File: config.mk
export PLATFORM = sky130hd
export DESIGN_NAME = ula_arbiter
export DESIGN_NICKNAME = d
export VERILOG_FILES = /design/src/rtl/ula_arbiter_pkg.sv /design/src/rtl/ula_arbiter_ula.sv /design/src/rtl/ula_arbiter.sv
export SDC_FILE = /design/constraint.sdc
export NUM_CORES = 1
export LEC_CHECK = 0
export BUFFER_PORTS_ARGS = -buffer_cell sky130_fd_sc_hd__buf_2
export CAP_MARGIN = 20
export CORE_MARGIN = 2
export CORE_UTILIZATION = 54
export CTS_CLUSTER_DIAMETER = 120
export DETAILED_ROUTE_END_ITERATION = 8
export PLACE_DENSITY = 0.8
export RECOVER_POWER = 25
export REMOVE_ABC_BUFFERS = 1
export SKIP_LAST_GASP = 1
export SLEW_MARGIN = 30
export SYNTH_ARGS = -nofsm -noshare
export SYNTH_HDL_FRONTEND = slang
export SYNTH_SLANG_ARGS = --single-unit
export TNS_END_PERCENT = 50
File: constraint.sdc
create_clock -name clk_in -period 3.5 [get_ports clk_in]
set_input_delay 0.35 -clock clk_in [delete_from_list [all_inputs] [get_ports clk_in]]
set_output_delay 0.35 -clock clk_in [all_outputs]
set_load 0.005 [all_outputs]
File: src/rtl/ula_arbiter_pkg.sv
// Shared constants and types for the ula arbiter slice.
// Latency: n/a (declarations only).
// Backpressure: n/a (declarations only).
package ula_arbiter_pkg;

  // Default widths for operands/result and operation code.
  localparam int BITS_DEF   = 8;
  localparam int ULA_OP_DEF = 4;

  // ula operation codes.
  localparam int OP_ADD   = 0;
  localparam int OP_AND   = 1;
  localparam int OP_OR    = 2;
  localparam int OP_XOR   = 3;
  localparam int OP_SUB   = 4;
  localparam int OP_NOT   = 5;
  localparam int OP_SHL   = 6;
  localparam int OP_SHR   = 7;
  localparam int OP_PASSA = 8;
  localparam int OP_PASSB = 9;

  // Requester ids: execute path and PC/address incrementer.
  localparam logic REQ_EXEC = 1'b0;
  localparam logic REQ_PC   = 1'b1;

  // Response buffer occupancy; the encoding doubles as rsp_valid_out.
  typedef enum logic {
    EMPTY = 1'b0,
    FULL  = 1'b1
  } rsp_state_t;

  // Round-robin pick: a lone valid requester wins, a tie goes to the one
  // that was not granted last.
  function automatic logic rr_pick(input logic v0, input logic v1, input logic last);
    return (v0 & v1) ? ~last : v1;
  endfunction

endpackage

File: src/rtl/ula_arbiter_ula.sv
// Combinational ula: one result per op/a/b, no carry or overflow outputs.
// Latency: zero cycles (purely combinational).
// Backpressure: none; the result follows the inputs.
module ula
  import ula_arbiter_pkg::*;
#(
  parameter int ULA_OP = ULA_OP_DEF,
  parameter int BITS   = BITS_DEF
) (
  input  logic [ULA_OP-1:0] op_in,
  input  logic [BITS-1:0]   a_in,
  input  logic [BITS-1:0]   b_in,
  output logic [BITS-1:0]   result_out
);

  // Decode the op code; unknown codes produce zero.
  always_comb begin
    result_out = '0;
    case (op_in)
      ULA_OP'(OP_ADD):   result_out = a_in + b_in;
      ULA_OP'(OP_AND):   result_out = a_in & b_in;
      ULA_OP'(OP_OR):    result_out = a_in | b_in;
      ULA_OP'(OP_XOR):   result_out = a_in ^ b_in;
      ULA_OP'(OP_SUB):   result_out = a_in - b_in;
      ULA_OP'(OP_NOT):   result_out = ~a_in;
      ULA_OP'(OP_SHL):   result_out = a_in << 1;
      ULA_OP'(OP_SHR):   result_out = a_in >> 1;
      ULA_OP'(OP_PASSA): result_out = a_in;
      ULA_OP'(OP_PASSB): result_out = b_in;
      default:           result_out = '0;
    endcase
  end

endmodule

File: src/rtl/ula_arbiter.sv
// Round-robin arbiter sharing one ula between the execute path and the PC incrementer.
// Latency: accept on a clock edge, result visible in the response buffer right after it.
// Backpressure: one-deep response buffer; readies drop while it is full and not drained.
module ula_arbiter
  import ula_arbiter_pkg::*;
#(
  parameter int BITS   = BITS_DEF,
  parameter int ULA_OP = ULA_OP_DEF
) (
  input  logic              clk_in,
  input  logic              rst_in,
  input  logic              req0_valid_in,
  input  logic [ULA_OP-1:0] req0_op_in,
  input  logic [BITS-1:0]   req0_a_in,
  input  logic [BITS-1:0]   req0_b_in,
  output logic              req0_ready_out,
  input  logic              req1_valid_in,
  input  logic [ULA_OP-1:0] req1_op_in,
  input  logic [BITS-1:0]   req1_a_in,
  input  logic [BITS-1:0]   req1_b_in,
  output logic              req1_ready_out,
  output logic              rsp_valid_out,
  output logic              rsp_id_out,
  output logic [BITS-1:0]   rsp_result_out,
  input  logic              rsp_ready_in
);

  rsp_state_t        state;
  rsp_state_t        state_next;
  logic              last_grant;
  logic              grant_any;
  logic              grant_id;
  logic              can_accept;
  logic              accept;
  logic [ULA_OP-1:0] ula_op;
  logic [BITS-1:0]   ula_a;
  logic [BITS-1:0]   ula_b;
  logic [BITS-1:0]   ula_result;

  // Grant selection and handshake: the buffer can take a new result when
  // empty or when its current result leaves on this same edge.
  always_comb begin
    grant_any      = req0_valid_in | req1_valid_in;
    grant_id       = rr_pick(req0_valid_in, req1_valid_in, last_grant);
    can_accept     = (state == EMPTY) | rsp_ready_in;
    accept         = can_accept & grant_any;
    req0_ready_out = accept & (grant_id == REQ_EXEC);
    req1_ready_out = accept & (grant_id == REQ_PC);
  end

  // Operand mux; with no grant, grant_id is 0 so requester 0 drives the ula.
  always_comb begin
    ula_op = req0_op_in;
    ula_a  = req0_a_in;
    ula_b  = req0_b_in;
    if (grant_id == REQ_PC) begin
      ula_op = req1_op_in;
      ula_a  = req1_a_in;
      ula_b  = req1_b_in;
    end
  end

  ula #(
    .ULA_OP(ULA_OP),
    .BITS  (BITS)
  ) u_ula (
    .op_in     (ula_op),
    .a_in      (ula_a),
    .b_in      (ula_b),
    .result_out(ula_result)
  );

  // Buffer occupancy register.
  always_ff @(posedge clk_in or posedge rst_in) begin
    if (rst_in) state <= EMPTY;
    else        state <= state_next;
  end

  // Occupancy next state: fill on accept, drain when consumed with nothing new.
  always_comb begin
    state_next = state;
    case (state)
      EMPTY:   if (accept) state_next = FULL;
      FULL:    if (!accept && rsp_ready_in) state_next = EMPTY;
      default: state_next = EMPTY;
    endcase
  end

  // Response payload and round-robin history; both move only on an accept,
  // so a requester that drops valid keeps its turn.
  always_ff @(posedge clk_in or posedge rst_in) begin
    if (rst_in) begin
      rsp_result_out <= '0;
      rsp_id_out     <= 1'b0;
      last_grant     <= 1'b1;
    end else if (accept) begin
      rsp_result_out <= ula_result;
      rsp_id_out     <= grant_id;
      last_grant     <= grant_id;
    end
  end

  assign rsp_valid_out = (state == FULL);

endmodule

## Word-level counts from Yosys, hierarchy flattened

Cells that the tools add are included.

- Flip-flop bits (word level): 11
- Bits of input ports: 45
- Output and inout bits: 12
- Word-level logic and storage cells: 39

- Add/subtract/negate cells: 2
- Equal/unequal tests: 9
- Muxes and demuxes: 8
- Bitwise logic cells: 13
- Reduce and logical (&&, ||, !) cells: 3

Operators by type and width:

| kind | number |
|---|---|
| 8-bit case mux with 10 select lines | 1 |
| 4-bit by 3-bit == test with 1-bit output, second input constant | 4 |
| 8-bit 2-to-1 mux | 2 |
| 8-bit adder | 1 |
| 8-bit AND | 1 |
| 4-bit by 2-bit == test with 1-bit output, second input constant | 2 |
| 4-bit == test, second input constant | 2 |
| 8-bit NOT | 1 |
| 8-bit OR | 1 |
| 8-bit subtractor | 1 |
| 8-bit bitwise XOR | 1 |
| 1-bit AND | 4 |
| 4-bit by 1-bit == test with 1-bit output, second input constant | 1 |
| 4-bit logical NOT | 1 |
| 4-bit 2-to-1 mux | 1 |
| 1-bit 2-to-1 mux | 3 |
| 1-bit NOT | 3 |
| 1-bit OR | 2 |
| 1-bit case mux with 2 select lines | 1 |
| 1-bit logical AND | 1 |
| 1-bit logical NOT | 1 |

## Logic depth before layout (Yosys ltp)

Gate-level depths: netlist of run 1.

- Depth after elaboration: 7
- Gate-level depth with buffers: 15
- Mapped depth without buffers: 13

## Hierarchy

From an unflattened synthesis of run 1, not the netlist that was laid out.

- Cells, all modules: 248
- Area total of the unflattened synthesis: 2,123.3 um^2

Modules (own cells, without submodules):

| module | times used | cells an instance | area an instance (um^2) | seq. area each (um^2) |
|---|---|---|---|---|
| ula | 1 | 193 | 1,416.4 | 0.0 |
| ula_arbiter | 1 | 55 | 706.9 | 276.5 |

## Worst setup path after synthesis of run 1

OpenSTA, ideal clock, no wires.

- Kind: register -> register
- Start: reg last_grant
- End: reg rsp_result_out[3]
- Library setup time: 121 ps
- Data arrival time: 3,081 ps
- Required time: 3,379 ps
- Setup slack: 298 ps
- Cell stages (with the launch flop): 14
- Buffers on the path: 1
- Clock period less this slack: 3,202 ps
- Cells stage by stage: dfstp_2 > a21bo_4 > buf_12 > mux2i_4 > o21bai_2 > o311ai_0 > xnor2_1 > ha_1 > and2_1 > a221o_1 > xnor2_1 > o32ai_1 > a211o_1 > a22o_1

- Word-level cells in the longest chain between the ends: 5
- Elaborated cells between the ends (all ways): 22
- Those cells by class: add/sub: 2; eq/ne: 9; mux: 5; bitwise: 5; reduce/logical: 1

Ends and longest elaborated chain:

| item | RTL line | RTL |
|---|---|---|
| start: declaration | ula_arbiter.sv:30 | `logic last_grant;` |
| start signal: assignment | ula_arbiter.sv:99 | `last_grant <= grant_id;` |
| 1-bit NOT (*) | ula_arbiter_pkg.sv:35 | `return (v0 & v1) ? ~last : v1;` |
| 1-bit 2-to-1 mux (*) | ula_arbiter_pkg.sv:35 |  |
| 8-bit 2-to-1 mux / 4-bit 2-to-1 mux (equally long branches) | ula_arbiter.sv:56 | `if (grant_id == REQ_PC) begin` |
| 8-bit subtractor (tied with other cells) | ula_arbiter_ula.sv:24 | `ULA_OP'(OP_SUB): result_out = a_in - b_in;` |
| 8-bit case mux with 10 select lines (*) | ula_arbiter_ula.sv:19 | `case (op_in)` |
| end signal: assignment | ula_arbiter.sv:97 | `rsp_result_out <= ula_result;` |
| end: declaration | ula_arbiter.sv:24 | `output logic [BITS-1:0] rsp_result_out,` |

Every way passes the cells marked *; elsewhere a longest branch is shown, timed or not.
A chain may end at the register's enable or synchronous reset.

## Final worst setup path of run 1

- Start: reg last_grant
- End: reg rsp_result_out[7]

Same word-level chain as after synthesis.

==> reports/summary.txt, run 1 <==
number of flops mapped to enable cells by yosys: 0
Clock power frac: 15.6%
asr flop ratio synth: 100.0%
#FFs+latches synth: 11
CTS Root Cell: clkbuf_8
Hold Fails Final Rpt: 0
core area: 0.003744 mm2
cts bufs inserted: 3
M1 WL: 2.531 mm
worst reg-to-reg path cell count: 12
Rel. slew slack: 61.82%
synthesized instance count: 260
setup TNS: 0 ns
postcts setup bufs: 0
most frequent cell after synthesis: nand2_1
Rows: 22
Die Wd: 67.26 um
CP required: 3.64 ns
drt first pass iters: 5
antenna violations before repair: 0
Setup Skew: 0.004146 ns
slew at the pin with the worst max-slew slack: 0.5567 ns
Final HPWL DP: 4.640 mm
Critical R2R Launch: last_grant
Post-synth top flop: dfrtp_1
worst-path maximum fanout: 7
largest net degree at the start of global routing: 21
fin crit share: 92.49%
gpl congestion: 0.8721
area leader, netlist: dfrtp_1
starting density of the core: 57.72%
leak pwr: 0.001204 uW
highest routed layer: met4
routed wl met3: 561 um
GRT Overall Usage: 27.01%
commonest cells in the netlist: nand2_1, ha_1, inv_1, nor2_1, xnor2_1
Layout Nets: 383
deepest clock path buffer count: 2
Multi-input gate area: 0.001710 mm2
post-route ant nets: 0
final core utilization: 67.28%
Chip Height: 67.26 um
Synth warnings: 0
hold buffers post-CTS: 0
DRT iter0 DRCs: 141
R2R setup slack: 0.26 ns
Sw Pwr: 336.8 uW
CTS tree: yes
post-synthesis cell area: 0.002161 mm2
Ports: 57
Seq/Total Area, Yosys: 12.80%
top cell type's share of synthesized area: 11.58%
Post-Route WL: 5.810 mm
VDD IR max: 119.0 uV
FF/Latch Area: 276.5 um2
Fillers: 340
type of destination of the critical path: flip-flop
routed vias: 2247
crit path kind: flip-flop to flip-flop
first-pass GRT wire length: 9.549 mm
Max Freq: 308.9 MHz
Final min period: 3.237 ns
wire per inst: 15.92 um
worst hold path class: primary input to asynchronous set/reset pin
H-Tree Depth: 1
r2r endpoint: rsp_result_out[7]
Die Area: 0.004523 mm2
PostCTS Resize Cnt: 0
RSZ-0062 raised after global routing: false
sw frac: 41.73%
Clock transition at path regs: 0.05 ns
top post-synthesis cells by area: dfrtp_1, ha_1, xnor2_1
clk_lat worst skew: 0.24 ns
Netlist cell types: 62
clock sinks: 11
Pwr Density: 320.4 mW/mm2
crit path launch type: flip-flop
drt via density: 6.156
# Max-Cap Violations: 0
Syn-to-layout area delta: 16.56%
hold_ws: 0.08728 ns
total global routing overflow: 0
Logic pwr share: 63.8%
Final Max Tran Viols: 0
status: finished clean
number of port buffers: 56
vias in the first global route: 2060
Mean Syn Cell Area: 8.311 um2
ANT cells: 0
met2 wire len: 2.633 mm
Critical Path AT: 3.38 ns
Setup Viol. Count Final: 0
DRC: 0
Power Internal: 470.3 uW
share of layout cells above drive strength 1: 29.34%
Seq pwr share: 20.5%
through the flow:
step	total power, uW	setup WS (ns)	area (um2)	std cells
6_report	807.1	0.2627	2519	365
5_1_grt	872.8	0.06025	2519	365
4_1_cts	803.5	0.2774	2519	365
3_5_place_dp	674.0	0.2899	2474	361
3_3_place_gp	662.8	0.3624	2474	361
2_1_floorplan	519.7	0.06134	2051	246
routing by layer:
metal  global-route usage [%]  vias up
li1                         -     1089
met1                    38.74     1027
met2                    42.95      122
met3                    2.333        9
met4                    7.908        0
met5                        0        -
cells by family (layout without fill, tap and decap cells):
| kind of cell | after synthesis | count (layout) | synth area share, % |
|---|---|---|---|
| and+or+nand+nor | 79 | 79 | 17.37 |
| AOI/OAI and AO/OA | 78 | 78 | 28.08 |
| buffers and inverters | 31 | 88 | 8.049 |
| muxes | 26 | 26 | 15.69 |
| adders and majority gates | 20 | 20 | 11.93 |
| xor gates and xnor gates | 15 | 15 | 6.080 |
| DFF | 11 | 11 | 12.80 |
cell usage in the layout (no fill, tap or decap), types with 9 or more instances in the layout:
cell / instances
buf_2: 56
nand2_1: 24
buf_4: 11
o21ai_0: 9
dfrtp_1: 10
a21oi_1: 13
nor3_1: 12
mux2i_1: 12
nor2_1: 16
xnor2_1: 14
ha_1: 19
inv_1: 16
worst max-delay path by stage:
stage	cells after the start	to	from
2_1_floorplan	12	rsp_result_out[3]	last_grant
5_1_grt	12	rsp_result_out[6]	last_grant
3_5_place_dp	12	rsp_result_out[7]	last_grant
4_1_cts	12	rsp_result_out[7]	last_grant
3_3_place_gp	11	rsp_result_out[7]	last_grant
6_report	12	rsp_result_out[7]	last_grant
power groups by stage:
stage	sequential (uW)	combinational [uW]	clock (uW)
6_report	166	515	126
5_1_grt	169	570	134
4_1_cts	166	509	128
3_5_place_dp	168	506	0
3_3_place_gp	167	496	0
2_1_floorplan	169	351	0
cell type report:
cell class	instances	area share, %
multi-input combinational	218	67.91
timing repair buffer	67	14.41
sequential	11	10.98
tap	48	2.384
inverter	17	2.534
clock buffer	4	1.788
flip-flops by register name, summed over array words and instances (netlist names):
register	cells
rsp_result_out	8
last_grant	1
rsp_id_out	1
rsp_valid_out	1
worst max-delay path, cell delays in order (launching register included):
cell      delay [ns]
dfstp_2         0.55
a21bo_4         0.17
mux2i_4         0.23
o21bai_2        0.22
o311ai_0        0.24
xnor2_1         0.17
ha_1            0.35
and2_1          0.18
a22o_1          0.19
o41ai_2         0.36
o21a_1          0.20
xnor2_1         0.06
o311ai_1        0.22
(Power assumes the default switching activity.)
==> run 2: changes to the inputs <==
--- a/config.mk
+++ b/config.mk
@@ -5,18 +5,19 @@
 export SDC_FILE = /design/constraint.sdc
 export NUM_CORES = 1
 export LEC_CHECK = 0
-export BUFFER_PORTS_ARGS = -buffer_cell sky130_fd_sc_hd__buf_2
 export CAP_MARGIN = 20
 export CORE_MARGIN = 2
-export CORE_UTILIZATION = 54
+export CORE_UTILIZATION = 60
 export CTS_CLUSTER_DIAMETER = 120
 export DETAILED_ROUTE_END_ITERATION = 8
-export PLACE_DENSITY = 0.8
+export DONT_BUFFER_PORTS = 1
+export PLACE_DENSITY = 0.75
 export RECOVER_POWER = 25
 export REMOVE_ABC_BUFFERS = 1
 export SKIP_LAST_GASP = 1
 export SLEW_MARGIN = 30
 export SYNTH_ARGS = -nofsm -noshare
 export SYNTH_HDL_FRONTEND = slang
+export SYNTH_HIERARCHICAL = 1
 export SYNTH_SLANG_ARGS = --single-unit
 export TNS_END_PERCENT = 50
==> reports/summary.txt, run 2 <==
max reg flops: 8
#FFs+latches synth: 11
Rel. slew slack: 55.01%
CTS tree: yes
wire per inst: 20.66 um
Non-Filler Instances: 303
deepest clock path buffer count: 2
gpl congestion: 0.9571
# Max-Cap Violations: 0
Worst Hold End: last_grant
Worst Setup SP: last_grant
number of port buffers: 0
Final HPWL DP: 4.272 mm
Design Power: 881.7 uW
Layout Nets: 328
Die Area: 0.004030 mm2
setup TNS: -0.04511 ns
Clock transition at path regs: 0.07 ns
antenna violations before repair: 0
CTS Root Cell: clkbuf_4
drt first pass iters: 4
RSZ-0062 raised after global routing: true
core area: 0.003363 mm2
crit path launch type: flip-flop
hold_ws: 0.1589 ns
post-synthesis cell area: 0.002123 mm2
VDD IR max: 227.2 uV
total global routing overflow: 0
clock sinks: 11
Final min period: 3.532 ns
Chip Height: 63.49 um
H-Tree Depth: 1
commonest non-fill, non-tap cell in the layout: mux2_2
vias in the first global route: 1886
Hold Startpoint: req0_valid_in
dpl cell area: 0.002172 mm2
first-pass GRT wire length: 8.963 mm
top post-synthesis cells by area: mux2_2, ha_1, dfrtp_1
worst hold path class: primary input to flip-flop
area leader, netlist: mux2_2
asr flop ratio synth: 100.0%
status: complete, but fails checks
Design Area, Final: 0.002337 mm2
GRT Overall Usage: 28.39%
leak pwr: 0.001050 uW
Post-synth top flop: dfrtp_1
most frequent cell after synthesis: mux2_2
most frequent cells in the layout: mux2_2, ha_1, inv_1, o21ai_0
Netlist cell types: 58
R2R setup slack: -0.03 ns
top cell type's share of synthesized area: 15.91%
cts bufs inserted: 3
FF/Latch Area: 276.5 um2
Multi-input gate area: 0.001737 mm2
slew at the pin with the worst max-slew slack: 0.6734 ns
worst reg-to-reg path cell count: 16
type of destination of the critical path: flip-flop
Setup WS post-layout: -0.03199 ns
Mean Syn Cell Area: 8.562 um2
routed vias: 2026
drt via density: 6.686
Max Freq: 283.1 MHz
DRT iter0 DRCs: 129
DRC: 0
Hold Path Depth: 1
Setup Viol. Count Final: 2
number of flops mapped to enable cells by yosys: 0
commonest cells in the netlist: mux2_2, ha_1, inv_1, o21ai_0, nand2_1
Fillers: 304
placed instance count: 291
Die Wd: 63.49 um
Rows: 21
Final Max Tran Viols: 0
CP required: 3.71 ns
Critical R2R Launch: last_grant
ANT cells: 0
Critical Path AT: 3.74 ns
Setup Skew: 0.0008716 ns
Syn-to-layout area delta: 10.08%
Seq/Total Area, Yosys: 13.02%
Hold Fails Final Rpt: 0
largest net degree at the start of global routing: 30
synthesized instance count: 248
crit path kind: flip-flop to flip-flop
Ports: 57
fin crit share: 100.9%
starting density of the core: 63.13%
Synth warnings: 6
share of layout cells above drive strength 1: 27.24%
r2r endpoint: rsp_result_out[4]
Post-Route WL: 6.261 mm
violated checks: negative setup slack
worst-path maximum fanout: 7
Pwr Density: 377.2 mW/mm2
clk_lat worst skew: 0.27 ns
post-route ant nets: 0
Top reg by flops: rsp_result_out
[run 2: changes by cell type after synthesis, moves of 5 or more]
cell and delta:
nand2_1 -9, mux2i_1 -7, xnor2_1 -7, mux2_2 +25
o21ai_0 +8, nor3_1 -7, buf_2 +5, ha_1 +5
nor2b_1 +5
[run 2: kinds of logic after synthesis]
group                    count (synthesis)  synth area share (%)
adder cells (fa/ha/maj)                 25                 15.09
flip-flops                              11                 13.02
buffers and inverters                   34                 7.837
AND/OR/NAND/NOR                         65                 17.68
AO/OA/AOI/OAI                           66                 21.86
multiplexers                            37                 20.04
XOR/XNOR                                10                 4.479
[run 2: worst max path at each step]
stage                              endpoint  cells after the start
after floorplan           rsp_result_out[2]                     11
after detailed placement  rsp_result_out[3]                     14
after global placement    rsp_result_out[3]                     14
after global routing      rsp_result_out[4]                     15
after CTS                 rsp_result_out[2]                     12
final                     rsp_result_out[4]                     16
[run 2: cell type report]
| type | count | share of cell area, % |
|---|---|---|
| timing repair buffer | 19 | 7.066 |
| sequential | 11 | 11.83 |
| inverter | 20 | 3.212 |
| multi-input combinational | 203 | 74.30 |
| clock buffer | 4 | 1.124 |
| tap | 46 | 2.463 |
[run 2: critical path, cell delays in order, from the launching register on]
cell,delay (ns)
dfstp_2,0.56
a21boi_2,0.07
buf_6,0.14
mux2_4,0.32
nor4b_4,0.36
buf_4,0.20
buf_12,0.11
a31oi_4,0.04
xnor2_2,0.15
ha_1,0.32
buf_6,0.14
o21a_1,0.10
o31a_1,0.13
a2111oi_2,0.34
a211oi_1,0.08
o21ai_0,0.21
mux2_2,0.21
[run 2: timing repair]
| item | CTS | global route |
|---|---|---|
| hold endpoints to repair | 10 | 0 |
| pin swaps | 0 | 13 |
| endpoints found under the setup margin | 1 | 6 |
| setup buffers | 0 | 7 |
| gates resized for setup | 1 | 17 |
| hold buffers | 1 | 0 |
[run 2: report_power, final]
group / internal [uW] / switching, uW
Combinational: 276 / 324
Clock: 44.2 / 44.4
Sequential: 164 / 29.7
[run 2: per-stage QoR]
stage               setup slack (ns)  util [%]
finish                      -0.03199     69.49
global route                 -0.1872     69.49
CTS                          0.02488     65.66
detailed placement          0.007642     64.58
global placement             0.05168     64.58
floorplan                    -0.3681         -
[run 2: per-layer routing]
metal	wire, um	vias to the layer above	global-route usage, %
li1	-	925	-
met1	2367	964	34.11
met2	3127	108	50.66
met3	506	29	5.714
met4	259	0	8.424
met5	0	-	0
==> run 3: changes to the inputs <==
--- a/config.mk
+++ b/config.mk
@@ -11,7 +11,7 @@
 export CTS_CLUSTER_DIAMETER = 120
 export DETAILED_ROUTE_END_ITERATION = 8
 export DONT_BUFFER_PORTS = 1
-export PLACE_DENSITY = 0.75
+export PLACE_DENSITY = 0.85
 export RECOVER_POWER = 25
 export REMOVE_ABC_BUFFERS = 1
 export SKIP_LAST_GASP = 1
==> reports/summary.txt, run 3 (same netlist as run 2, synthesis figures left out) <==
Worst Hold End: last_grant
Top reg by flops: rsp_result_out
routed wl met3: 326 um
crit path kind: flip-flop to flip-flop
Layout Nets: 324
Post-Route WL: 5.153 mm
DRT iter0 DRCs: 185
Die Wd: 63.49 um
routed vias: 1961
Final Max Tran Viols: 0
Die Area: 0.004030 mm2
M1 WL: 2.210 mm
Max Freq: 287.2 MHz
Multi-input gate area: 0.001700 mm2
wire per inst: 17.23 um
Setup WS post-layout: 0.01869 ns
Critical Path AT: 3.69 ns
Setup Viol. Count Final: 0
CTS tree: yes
Hold Startpoint: req0_valid_in
type of destination of the critical path: flip-flop
core area: 0.003363 mm2
Pwr Density: 363.7 mW/mm2
Fillers: 292
slew at the pin with the worst max-slew slack: 0.5278 ns
Critical R2R Launch: last_grant
hold_ws: 0.1520 ns
share of layout cells above drive strength 1: 23.72%
GRT Overall Usage: 25.63%
drt first pass iters: 6
Chip Height: 63.49 um
Ports: 57
worst-path maximum fanout: 8
status: finished clean
Design Area, Final: 0.002267 mm2
VDD IR max: 197.4 uV
Hold Path Depth: 1
deepest clock path buffer count: 2
RSZ-0062 raised after global routing: true
met2 wire len: 2.550 mm
max reg flops: 8
worst reg-to-reg path cell count: 12
Rows: 21
total global routing overflow: 0
CP required: 3.71 ns
R2R setup slack: 0.02 ns
commonest non-fill, non-tap cell in the layout: mux2_2
crit path launch type: flip-flop
r2r endpoint: rsp_result_out[4]
Rel. slew slack: 64.74%
Hold Fails Final Rpt: 0
most frequent cells in the layout: mux2_2, ha_1, inv_1, o21ai_0, nand2_1
DRC: 0
largest net degree at the start of global routing: 30
drt via density: 6.559
cts bufs inserted: 3
# Max-Cap Violations: 0
worst hold path class: primary input to flip-flop
setup TNS: 0 ns
antenna violations before repair: 0
Syn-to-layout area delta: 6.776%
Setup Skew: 0.0003449 ns
clk_lat worst skew: 0.26 ns
ANT cells: 0
leak pwr: 0.001015 uW
starting density of the core: 63.13%
gpl congestion: 1.026
dpl cell area: 0.002177 mm2
highest routed layer: met4
H-Tree Depth: 1
Final HPWL DP: 3.889 mm
vias in the first global route: 1818
post-route ant nets: 0
FF/Latch Area: 276.5 um2
clock sinks: 11
number of port buffers: 0
CTS Root Cell: clkbuf_4
Final min period: 3.481 ns
fin crit share: 99.47%
Clock transition at path regs: 0.07 ns
first-pass GRT wire length: 8.390 mm
post-place setup slack: -0.2003 ns
==> run 3: report_power, final <==
part | internal, uW | switching [uW]
logic | 257 | 290
clock network | 44.1 | 41.2
registers | 164 | 28.7
total | 465 | 359
==> run 3: metrics by stage <==
stage	cells	utilization (%)	power, uW
global route	299	67.41	891.5
global placement	290	64.73	693.4
CTS	295	66.07	803.5
floorplan	234	-	579.6
detailed placement	290	64.73	706.1
finish	299	67.41	824.5
==> run 3: final cells by class <==
type / count / share of cell area (%)
Multi-Input combinational cell: 203 / 75.00
Sequential cell: 11 / 12.20
Inverter: 20 / 3.311
Tap cell: 46 / 2.539
Timing Repair Buffer: 15 / 5.795
Clock buffer: 4 / 1.159
==> run 3: repair_timing <==
action / 4_1_cts / 5_1_grt
buffers inserted: 0 / 4
hold buffers: 1 / 0
cloned: 0 / 0
gates resized for setup: 3 / 6
setup endpoints to repair: 2 / 6
pin swaps: 1 / 6
endpoints found under the hold margin: 10 / 0
==> run 3: how the worst max path moves through the flow <==
stage / from / to / slack (ns) / depth (start not counted)
after floorplan: last_grant / rsp_result_out[2] / -0.37 / 11
after global placement: req1_valid_in / rsp_result_out[4] / -0.06 / 12
after detailed placement: req1_valid_in / rsp_result_out[4] / -0.20 / 12
after CTS: last_grant / rsp_result_out[7] / -0.03 / 14
after global routing: last_grant / rsp_result_out[4] / -0.07 / 12
final: last_grant / rsp_result_out[4] / 0.02 / 12
==> run 3: critical path, cell delays in order, from the launching register on <==
cell       delay (ns)
dfstp_2          0.56
a21boi_4         0.08
buf_12           0.14
mux2_4           0.31
nor4b_4          0.39
mux2_2           0.40
fa_1             0.42
nor2b_2          0.16
o21ai_0          0.11
a2111oi_2        0.37
a211oi_1         0.08
o21ai_0          0.19
mux2_2           0.19
==> run 3: per-layer routing <==
metal	global-route usage [%]	up-vias
li1	-	926
met4	5.435	0
met5	0	-
met1	34.48	934
met3	3.036	8
met2	43.95	93
